<file path="config.mk">
export PLATFORM = sky130hd
export DESIGN_NAME = inst_fetch_unit
export DESIGN_NICKNAME = d
export VERILOG_FILES = /design/src/rtl/inst_fetch_unit.sv
export SDC_FILE = /design/constraint.sdc
export NUM_CORES = 1
export LEC_CHECK = 0
export ABC_AREA = 1
export CORE_MARGIN = 3
export CORE_UTILIZATION = 43
export DETAILED_ROUTE_END_ITERATION = 8
export PLACE_DENSITY_LB_ADDON = 0.12
export SKIP_CTS_REPAIR_TIMING = 1
export SLEW_MARGIN = 20
export SYNTH_ARGS = -nofsm -noshare
export SYNTH_HDL_FRONTEND = slang
export SYNTH_SLANG_ARGS = --single-unit
</file>
<file path="constraint.sdc">
create_clock -name CLK -period 6.75 [get_ports CLK]
set_input_delay 1.35 -clock CLK [delete_from_list [all_inputs] [get_ports CLK]]
set_output_delay 1.35 -clock CLK [all_outputs]
set_load 0.1 [all_outputs]
</file>
<file path="src/rtl/inst_fetch_unit.sv">
`default_nettype none
// ============================================================================
//  Module      : inst_fetch_unit
//  Description : RV64 instruction fetch front end. Issues in-order word
//                fetches to instruction memory, queues returned words with
//                their PCs, and presents one instruction per cycle to decode.
//                Honours the decode hold (stall) and branch redirects
//                (flush queue, discard in-flight responses, restart fetch).
//  Revision    : 1.0  initial release
// ----------------------------------------------------------------------------
//  Parameters
//    RESET_PC    first fetch address after reset
//    FIFO_DEPTH  queue entries and max requests outstanding (power of 2, >=2)
//    NOP_INST    instruction driven when no valid instruction is available
//  Ports
//    CLK          in   1   clock, rising edge
//    reset        in   1   asynchronous, active-low reset
//    imem_req     out  1   fetch request valid
//    imem_addr    out  64  fetch address
//    imem_ready   in   1   memory accepts request (req & ready = accept)
//    imem_rvalid  in   1   read data valid, responses in request order
//    imem_rdata   in   32  instruction word
//    stall        in   1   decode hold: keep outputs, do not pop queue
//    redirect     in   1   branch taken / flush, single-cycle pulse
//    redirect_pc  in   64  new fetch address, valid with redirect
//    inst         out  32  instruction to decode
//    PC_o         out  64  PC of inst
//    inst_valid   out  1   inst is a real fetched instruction
// ============================================================================
module inst_fetch_unit #(
    parameter logic [63:0] RESET_PC   = 64'h0,
    parameter int          FIFO_DEPTH = 4,
    parameter logic [31:0] NOP_INST   = 32'h0000_0013
) (
    input  logic        CLK,
    input  logic        reset,
    output logic        imem_req,
    output logic [63:0] imem_addr,
    input  logic        imem_ready,
    input  logic        imem_rvalid,
    input  logic [31:0] imem_rdata,
    input  logic        stall,
    input  logic        redirect,
    input  logic [63:0] redirect_pc,
    output logic [31:0] inst,
    output logic [63:0] PC_o,
    output logic        inst_valid
);

    localparam int PTR_W = $clog2(FIFO_DEPTH);
    localparam int CNT_W = PTR_W + 1;

    // One extra bit so outstanding + count can never wrap in the compare.
    localparam logic [CNT_W:0] DEPTH_EXT = (CNT_W + 1)'(FIFO_DEPTH);

    localparam logic [0:0] ST_BOOT = 1'b0;
    localparam logic [0:0] ST_RUN  = 1'b1;

    // ------------------------------------------------------------------
    // State
    // ------------------------------------------------------------------
    logic [0:0]       state_q,       state_d;
    logic [63:0]      fetch_pc_q,    fetch_pc_d;
    logic [63:0]      resp_pc_q,     resp_pc_d;
    logic [CNT_W-1:0] outstanding_q, outstanding_d;
    logic [CNT_W-1:0] discard_q,     discard_d;
    logic [CNT_W-1:0] count_q,       count_d;
    logic [PTR_W-1:0] head_q,        head_d;
    logic [PTR_W-1:0] tail_q,        tail_d;
    logic [31:0]      inst_q,        inst_d;
    logic [63:0]      pc_out_q,      pc_out_d;
    logic             inst_valid_q,  inst_valid_d;

    // Queue storage: {pc, word}. Contents are qualified by count, so no reset.
    logic [95:0]      mem_q [FIFO_DEPTH];

    // ------------------------------------------------------------------
    // Control decode
    // ------------------------------------------------------------------
    logic             run;
    logic [CNT_W:0]   credit_used;
    logic             accept;
    logic             resp_fire;
    logic             drop;
    logic             push;
    logic             pop;
    logic [95:0]      head_entry;

    always_comb begin
        run         = (state_q == ST_RUN);
        credit_used = {1'b0, outstanding_q} + {1'b0, count_q};
        // Credit rule: every outstanding request has a reserved queue slot.
        imem_req    = run && !redirect && (credit_used < DEPTH_EXT);
        imem_addr   = fetch_pc_q;
        accept      = imem_req && imem_ready;
        // A response with nothing outstanding is a memory protocol error.
        resp_fire   = imem_rvalid && (outstanding_q != '0);
        drop        = (discard_q != '0);
        // Redirect wins over push: that cycle's response is dropped.
        push        = resp_fire && !drop && !redirect;
        pop         = !redirect && !stall && (count_q != '0);
        head_entry  = mem_q[head_q];
    end

    // ------------------------------------------------------------------
    // Next-state logic
    // ------------------------------------------------------------------
    always_comb begin
        state_d       = ST_RUN;
        fetch_pc_d    = fetch_pc_q;
        resp_pc_d     = resp_pc_q;
        outstanding_d = outstanding_q;
        discard_d     = discard_q;
        count_d       = count_q;
        head_d        = head_q;
        tail_d        = tail_q;
        inst_d        = inst_q;
        pc_out_d      = pc_out_q;
        inst_valid_d  = inst_valid_q;

        // Outstanding requests: accept adds, any retired response removes.
        case ({accept, resp_fire})
            2'b10:   outstanding_d = outstanding_q + CNT_W'(1);
            2'b01:   outstanding_d = outstanding_q - CNT_W'(1);
            default: outstanding_d = outstanding_q;
        endcase

        if (redirect) begin
            fetch_pc_d   = redirect_pc;
            resp_pc_d    = redirect_pc;
            // Everything still in flight after this cycle belongs to the old
            // path; in-order memory guarantees these arrive before new data.
            discard_d    = outstanding_q - CNT_W'(resp_fire);
            count_d      = '0;
            head_d       = '0;
            tail_d       = '0;
            inst_d       = NOP_INST;
            inst_valid_d = 1'b0;
        end else begin
            if (accept) begin
                fetch_pc_d = fetch_pc_q + 64'd4;
            end

            if (resp_fire && drop) begin
                discard_d = discard_q - CNT_W'(1);
            end

            if (push) begin
                resp_pc_d = resp_pc_q + 64'd4;
                tail_d    = tail_q + PTR_W'(1);
            end

            if (pop) begin
                head_d = head_q + PTR_W'(1);
            end

            case ({push, pop})
                2'b10:   count_d = count_q + CNT_W'(1);
                2'b01:   count_d = count_q - CNT_W'(1);
                default: count_d = count_q;
            endcase

            // Output register: hold on stall, pop the prior head, or bubble.
            if (!stall) begin
                if (count_q != '0) begin
                    inst_d       = head_entry[31:0];
                    pc_out_d     = head_entry[95:32];
                    inst_valid_d = 1'b1;
                end else begin
                    inst_d       = NOP_INST;
                    inst_valid_d = 1'b0;
                end
            end
        end
    end

    // ------------------------------------------------------------------
    // Registers
    // ------------------------------------------------------------------
    always_ff @(posedge CLK or negedge reset) begin
        if (!reset) begin
            state_q       <= ST_BOOT;
            fetch_pc_q    <= RESET_PC;
            resp_pc_q     <= RESET_PC;
            outstanding_q <= '0;
            discard_q     <= '0;
            count_q       <= '0;
            head_q        <= '0;
            tail_q        <= '0;
            inst_q        <= NOP_INST;
            pc_out_q      <= 64'h0;
            inst_valid_q  <= 1'b0;
        end else begin
            state_q       <= state_d;
            fetch_pc_q    <= fetch_pc_d;
            resp_pc_q     <= resp_pc_d;
            outstanding_q <= outstanding_d;
            discard_q     <= discard_d;
            count_q       <= count_d;
            head_q        <= head_d;
            tail_q        <= tail_d;
            inst_q        <= inst_d;
            pc_out_q      <= pc_out_d;
            inst_valid_q  <= inst_valid_d;
        end
    end

    always_ff @(posedge CLK) begin
        if (push) begin
            mem_q[tail_q] <= {resp_pc_q, imem_rdata};
        end
    end

    assign inst       = inst_q;
    assign PC_o       = pc_out_q;
    assign inst_valid = inst_valid_q;

endmodule
`default_nettype wire
</file>
==> flow_summary_export.csv <==
group,metric,value,unit
clocking,cts_tree,"done",
finish,final_cells,4038,
route,drt_iter0_drc,1835,
worst_setup_path,worst_path_largest_cell_delay,1.17,ns
logic_synthesis,synth.distinct_cells,44,
worst_setup_path,required,5.40,ns
placement,dp_hpwl,59060,um
power,p_leak,12.56,nW
power,comb_power_share,34.2,%
power,p_sw_share,41.93,%
placement,dp.cells,3908,
logic_synthesis,synth_edf_count,384,
worst_setup_path,cp_cell_sequence,"buf_4, clkinv_4, nand2_2, nor3_4, clkdlybuf4s50_1",
finish,syn2layout_area_growth,20.57,%
logic_synthesis,ys.flop_type,"edfxtp_1",
logic_synthesis,syn-cell-area,0.02812,mm2
floorplan,fp.dieW,261.7,um
worst_setup_path,crit_buf_inv,3,
clocking,h-tree-depth,3,
logic_synthesis,yosys.area.top_type_share,41.01,%
floorplan,dieHeight,261.7,um
power,power_density,404.8,mW/mm2
worst_setup_path,cpLargestDelayFamily,"buffers and inverters",
timing,period_share,69.34,%
global_route,grt_pass1_vias,21310,
worst_setup_path,setup.worst_path.start_class,"input pin",
route,num_vias,21900,
worst_setup_path,cp-end-kind,"primary output",
placement,placed_cell_area,0.03157,mm2
timing,hold_viol,0,
timing,worst-slew-pin-transition,1.110,ns
worst_setup_path,cpMaxStageDelayCell,"clkdlybuf4s50_1",
min_path,hp-class,"flop to flop",
route,routed_wl,86620,um
clocking,cts_root_buf,"clkbuf_16",
logic_synthesis,synthTopCellsByArea,"edfxtp_1, dfrtp_1, nor2_1",
job,drv_cap,0,
route,firstDrtPassIters,5,
logic_synthesis,syn_inst,2894,
logic_synthesis,yosys-top-cells-count,"nor2_1, nand2_1, edfxtp_1, o21ai_0, dfrtp_1",
power,power,13.72,mW
clocking,path_clk_slew,0.06,ns
logic_synthesis,synth_seq_cells,623,
worst_setup_path,critPathKind,"input pin to primary output",
timing,rsz0062_at_grt,"false",
global_route,grt_first_pass_wirelength,130900,um
floorplan,io_pins,264,
power,power_frac_seq,38.0,%
global_route,grtUsageTotal,25.23,%
floorplan,start_util,43.54,%
route,ant_nets,0,
clocking,cts_buffer_depth,3,
finish,fin_area,0.03390,mm2
placement,gp_congestion,0.9201,
route,drc,0,
timing,setup_viol,0,
timing,fmax,213.6,MHz
logic_synthesis,syn_nets,3011,
floorplan,dieArea,0.06849,mm2
floorplan,rows,93,
global_route,antenna_found_initial,0,
clocking,cts_sinks,623,
power,internal_power,7.968,mW
route,viasPerCell,5.424,
timing,skew,0.02200,ns
logic_synthesis,yosys_warnings,0,
finish,drive_above_1_share,6.254,%
power,clock_power_share,27.8,%
power,max-vdd-ir-drop,212.7,uV
floorplan,core_region_area,0.06458,mm2
clocking,cts_buffers,70,
placement,place.port_buffers,263,
clocking,clk_latency,0.60,ns
route,wl_per_cell,21.45,um
logic_synthesis,synth_most_common_cell,"nor2_1",
finish,fin_nets,3242,
logic_synthesis,async_reset_ff_share,38.36,%
power,power_switching,5.753,mW
timing,post-route-min-period,4.681,ns
worst_setup_path,worstPathMaxFanout,39,
timing,finalMaxSlewViolations,0,
global_route,grt_max_degree,162,
timing,final.setup.tns,0,ns
worst_setup_path,cp.arrival,3.33,ns
status,status,"complete, no violations",
logic_synthesis,yosysTopAreaCell,"edfxtp_1",
global_route,grt.overflow.total,0,
timing,relSlewSlack,25.97,%
logic_synthesis,ys_seq_area_share,62.30,%
logic_synthesis,syn_avg_cell_area,9.715,um2
[sequential cells by signal (all words and copies together) (netlist names)]
name	count
inst_valid	1
run	1
PC_o	64
imem_addr	64
resp_pc_q	64
outstanding_q	3
discard_q	3
count_q	3
tail_q	2
head_q	2
mem_q	384
inst	32
[tightest hold or removal path, delay by kind of cell (launching register included)]
kind	cells	cell delay (ns)
DFF	1	0.34
and+or+nand+nor	2	0.10
[cell families after synthesis]
group / after synthesis / share of synthesized area (%)
AOI/OAI and AO/OA: 494 / 10.31
xor gates and xnor gates: 44 / 1.371
adders and majority gates: 15 / 0.7209
buffers and inverters: 293 / 4.254
DFF: 623 / 62.30
other: 1 / 0.01334
and+or+nand+nor: 1424 / 21.03
[layout make-up]
type / instances / area [um2]
clock buffer: 89 / 1866
inverter: 164 / 623.1
sequential: 623 / 17520
fill: 5739 / 30680
multi-input combinational: 1978 / 9434
tap: 855 / 1070
antenna: 1 / 2.502
timing repair buffer: 288 / 2923
clock inverter: 40 / 460.4
[final timing paths]
check	startpoint	end	slack [ns]	depth (start not counted)
worst max register to register	discard_q[0]$_DFFE_PN0P_	mem_q[1][75]$_DFFE_PP_	3.39	10
worst min register to register	imem_addr[0]$_DFFE_PN0P_	imem_addr[0]$_DFFE_PN0P_	0.48	2
worst min-delay path	imem_addr[0]$_DFFE_PN0P_	imem_addr[0]$_DFFE_PN0P_	0.48	2
max in group asynchronous	reset	inst[9]$_DFFE_PN0P_	4.79	2
worst max-delay path	redirect	imem_req	2.07	5
min in group asynchronous	reset	imem_addr[53]$_DFFE_PN0P_	0.72	1
[power by group through the flow]
stage          Sequential, mW  Combinational, mW  Clock, mW
2_1_floorplan            7.14               1.42          0
3_3_place_gp             5.26               4.67          0
3_5_place_dp             5.28               4.72          0
4_1_cts                  5.21               4.73       3.90
5_1_grt                  5.27               5.00       4.05
6_report                 5.21               4.70       3.82
[placed cells by master (no fill, tap or decap), types with 33 or more instances in the layout]
cell type,count
a21oi_1,44
a31oi_1,70
clkbuf_16,72
clkdlybuf4s50_1,261
dfrtp_1,234
edfxtp_1,384
inv_1,156
nand2_1,541
nand3_1,145
nand4_1,35
nor2_1,622
o211ai_1,42
o21ai_0,256
o22ai_1,33
[layer usage]
layer	share of wire, %	vias to the layer above	track usage, %
met5	0	-	0
met4	3.2	0	7.977
met3	5.9	145	3.411
met2	47	719	41.04
met1	43	10680	35.28
li1	-	10360	-
[stage by stage]
| stage | hold slack [ns] | util [%] | worst slack (ns) |
|---|---|---|---|
| CTS | 0.4809 | 52.49 | 2.032 |
| finish | 0.4778 | 52.49 | 2.069 |
| detailed placement | 0.4664 | 48.89 | 2.034 |
| floorplan | 0.4763 | - | 0.1869 |
| global placement | 0.4564 | 48.89 | 2.060 |
| global route | 0.5137 | 52.49 | 1.998 |
Power figures use the tool's default switching activity.
==> RTL change 1, RTL diff (same flow settings) <==
Set the parameter `FIFO_DEPTH` to 8 (it was 4).
--- a/src/rtl/inst_fetch_unit.sv
+++ b/src/rtl/inst_fetch_unit.sv
@@ -31,3 +31,3 @@
     parameter logic [63:0] RESET_PC   = 64'h0,
-    parameter int          FIFO_DEPTH = 4,
+    parameter int          FIFO_DEPTH = 8,
     parameter logic [31:0] NOP_INST   = 32'h0000_0013
Behaviour: no difference found for any inputs over 4 cycles, from zero or initial values and one cycle with reset low; that may be too few to reach the edited logic, so the function may still have changed.
==> RTL change 1 against the original RTL <==
Clock skew decreased by 0.0047 ns. Global-route usage is 0.76 points lower. Register-to-register slack worse by 0.71 ns. Total power rose by 44%. Sequential cell count is 389 higher. Final area up 49%. Worst setup slack better by 0.27 ns. Routed wire length grew 49%. Area after synthesis increased by 54%. Critical path type is now input port to flop.
==> RTL change 1: results (changes against the original RTL) <==
- Initial antenna violation count: 4 (+4)
- Share of cells above drive strength 1: 0.0600 (-0.00249)
- Vias in the first global route: 30,600 (+44%)
- Synth Area in Compound Gates: 0.109 (+0.00581)
- Critical-path top delay cell: nor2_4
- Status: finished clean
- Routed len/inst: 22.9 µm (+6.8%)
- Leakage power: 0.0182 µW (+45%)
- DRT Pass-1 Iters: 8 (+3)
- Synth cell types: 49 (+11%)
- First-pass GRT wire length: 194,000 µm (+48%)
- Most frequent cells after synthesis: edfxtp_1 (768), nand2_1 (709), nor2_1 (675)
- Number of synthesized flops with an enable pin: 768 (+100%)
- Seq group: 8110 µW (+56%)
- Max FFs per register: 768 (+100%)
- Synth Area in XOR/XNOR: 0.00687 (-0.00684)
- Worst path max stage delay: 0.68 ns (-0.49 ns)
- Global Route Usage Sum: 0.245 (-0.00759)
- Clk network pwr share: 0.292 (+0.014)
- Top cell type's share of synthesized area: 0.532 (+0.122)
- Max_slew headroom: 0.259 (-0.000800)
- CP Data Arrival Time: 4.74 ns (+1.41 ns)
- Max Fanout on Critical Path: 62 (+59%)
- Placed inst area: 47,200 µm² (+49%)
- Inst Count DP: 5,416 (+39%)
- Psw: 7690 µW (+34%)
- Worst skew pair latency: 0.69 ns (+0.09 ns)
- Ranking of synthesized cells by area: edfxtp_1 (53%), dfrtp_1 (14%), nand2_1 (6.1%)
- Layout fillers: 8,890 (+55%)
- Adder-Cell Fraction of Synth Area: 0.00554 (-0.00167)
- Gpl congestion: 0.939 (+2.0%)
- DR iter-0 viols: 2,917 (+59%)
- CTS Buf Count: 108 (+54%)
- Fin nets: 4,359 (+34%)
- Syn nets: 4,159 (+38%)
- Place WS: 1.57 ns (-0.463 ns)
==> RTL change 1: changes by cell type after synthesis, sizes merged, moves of 38 or more <==
cell	before	now
a31oi	70	10
edfxtp	384	768
nand2	553	719
clkbuf	67	132
nand3	150	272
o221ai	2	121
nor2	654	700
o21ai	259	512
o22ai	33	71
==> RTL change 1: final cells by class <==
cell class / count / area (µm²) / area share
multi-input combinational: 2640 / 12700 / 0.250
clock buffer: 154 / 3050 / 0.0602
sequential: 1012 / 29200 / 0.576
tap: 1287 / 1610 / 0.0318
inverter: 172 / 661 / 0.0130
timing repair buffer: 305 / 3060 / 0.0603
antenna: 2 / 5.00 / 0.0000988
clock inverter: 47 / 394 / 0.00778
==> RTL change 1: routing by layer <==
metal  routed length, µm  vias up  part of all wire  track usage
met5                   8        -          0.000062            0
met4                3850        2             0.030       0.0735
met3                7680      224             0.060       0.0344
met2               60400     1065              0.47        0.396
met1               56800    15600              0.44        0.345
li1                    -    14700                 -            -
==> RTL change 1: kinds of logic after synthesis <==
logic type / after synthesis
flops: 1012
compound gates: 810
fa+ha+maj: 18
simple gates: 1777
buf+inv: 387
xor+xnor: 34
other cells: 1
==> RTL change 1: final timing paths <==
path	cells after the start	from	slack [ns]	end
min	2	imem_addr[0]	0.47	imem_addr[0]
min reg2reg	2	imem_addr[0]	0.47	imem_addr[0]
max in group asynchronous	2	reset	4.71	head_q[1]
max	9	imem_rvalid	2.34	mem_q[6][86]
max reg2reg	12	discard_q[0]	2.68	mem_q[6][86]
min in group asynchronous	1	reset	0.63	imem_addr[63]
==> RTL change 1: worst max-delay path: cells and delay by family <==
kind	cells	cell delay [ns]
buffers and inverters	4	1.75
AND/OR/NAND/NOR	5	1.55
==> RTL change 2, RTL diff (same flow settings) <==
Without the edit above. Reset style: synchronous (`reset`), changed in one clocked block. Comments in the files are not updated.
--- a/src/rtl/inst_fetch_unit.sv
+++ b/src/rtl/inst_fetch_unit.sv
@@ -179,3 +179,3 @@
     // ------------------------------------------------------------------
-    always_ff @(posedge CLK or negedge reset) begin
+    always_ff @(posedge CLK) begin
         if (!reset) begin
Check against the original RTL: differs if reset is asserted again (counterexample within 4 cycles, from zero or initial values and one cycle with reset low); with reset held inactive, the same outputs for 4 cycles.
==> RTL change 2 against the original RTL <==
Maximum frequency grew 3.1%. Die area shrank 1.7%. Critical endpoint unchanged. Critical path depth is the same. Routed wire length grew 4.7%. Clock skew shrank 0.0086 ns. Worst setup slack gained 0.14 ns. Final area shrank 1.8%. Global-route usage grew 1.3 points. Area after synthesis shrank 1.7%. Utilization grew 0.081 points. Highest routed layer is now met5. Via count grew 3.5%. Sequential cell count grew 2.
Power is not compared: it rests on default switching activity, and its combinational part moved more than twofold at a synthesized area within 25%.
==> RTL change 2: results (changes against the original RTL) <==
- Syn nets: 3,188 (+5.9%)
- Register-to-Register Path Depth: 9 (-1)
- Ranking of synthesized cells by area: edfxtp_1 (42%), dfxtp_1 (17%), nand2_1 (7.7%)
- Hold Path Sink: imem_addr[0]
- Reg2Reg Setup Slack: 3.00 ns (-0.39 ns)
- Via/cell ratio: 5.41 (-0.17%)
- F_max: 220 MHz (+3.1%)
- Place WS: 1.67 ns (-0.362 ns)
- Vias: 22,700 (+3.5%)
- DR iter-0 viols: 1,937 (+5.6%)
- Synth cell types: 46 (+4.5%)
- Root Driver: clkbuf_16
- Max_slew headroom: 0.271 (+0.0117)
- Hold_ws: 0.461 ns (-0.0164 ns)
- Global Route Usage Sum: 0.265 (+0.0132)
- Min-Delay Startpoint: imem_addr[0]
- CP Data Arrival Time: 3.19 ns (-0.14 ns)
- Inst Count DP: 4,059 (+3.9%)
- Detailed-route wire length: 90,700 µm (+4.7%)
- Fin nets: 3,402 (+4.9%)
- Final Skew: 0.0134 ns (-0.00862 ns)
- Placed inst area: 31,000 µm² (-1.9%)
- Max Fanout on Critical Path: 22 (-44%)
- Gpl congestion: 0.980 (+6.5%)
- Critical-path top delay cell: clkdlybuf4s50_1
- Worst path max stage delay: between 1 and 1.5 ns
- Vias in the first global route: 22,100 (+3.5%)
- Share of cells above drive strength 1: 0.0665 (+0.00393)
- Status: finished clean
- Initial antenna violation count: 2 (+2)
- Reg-to-reg startpoint: outstanding_q[1]
- Post-synthesis sequential area ratio: 0.592 (-0.0312)
- Most frequent cells after synthesis: nand2_1 (567), nor2_1 (566), edfxtp_1 (384)
- Worst r2r dst: mem_q[0][29]
- DP HPWL: 61,900 µm (+4.8%)
- Largest net degree at the start of global routing: 112 (-31%)
- Power Total: between 9000 and 10,000 µW
==> RTL change 2: changes by cell type after synthesis, sizes merged, moves of 36 or more <==
cell	delta
o211ai	-37
o21ai	+113
dfxtp	+241
a21oi	+109
nand2	+36
inv	+45
dfrtp	-236
nor2	-42
==> RTL change 2: area by class of cell <==
class                   count  area [µm²]
clock inverters            32         398
repair buffers            286        2860
fillers                  5780       30000
inverters                 210         800
flip-flops and latches    625       16400
multi-input cells        2092        9880
diodes                      1        2.50
well taps                 846        1060
clock buffers              95        1920
==> RTL change 2: layer usage <==
layer  vias to the layer above  global-route usage  routed length, µm
li1                      10800                   -                  -
met3                       182              0.0416               5420
met1                     10900               0.337              37700
met5                         -                   0                 11
met4                         2               0.124               4270
met2                       785               0.445              43300
==> RTL change 2: kinds of logic after synthesis <==
kind of cell | count (synthesis) | synth area share
xor+xnor | 37 | 0.0117
fa+ha+maj | 16 | 0.00779
simple gates | 1368 | 0.208
buf+inv | 353 | 0.0522
compound gates | 671 | 0.129
flops | 625 | 0.592
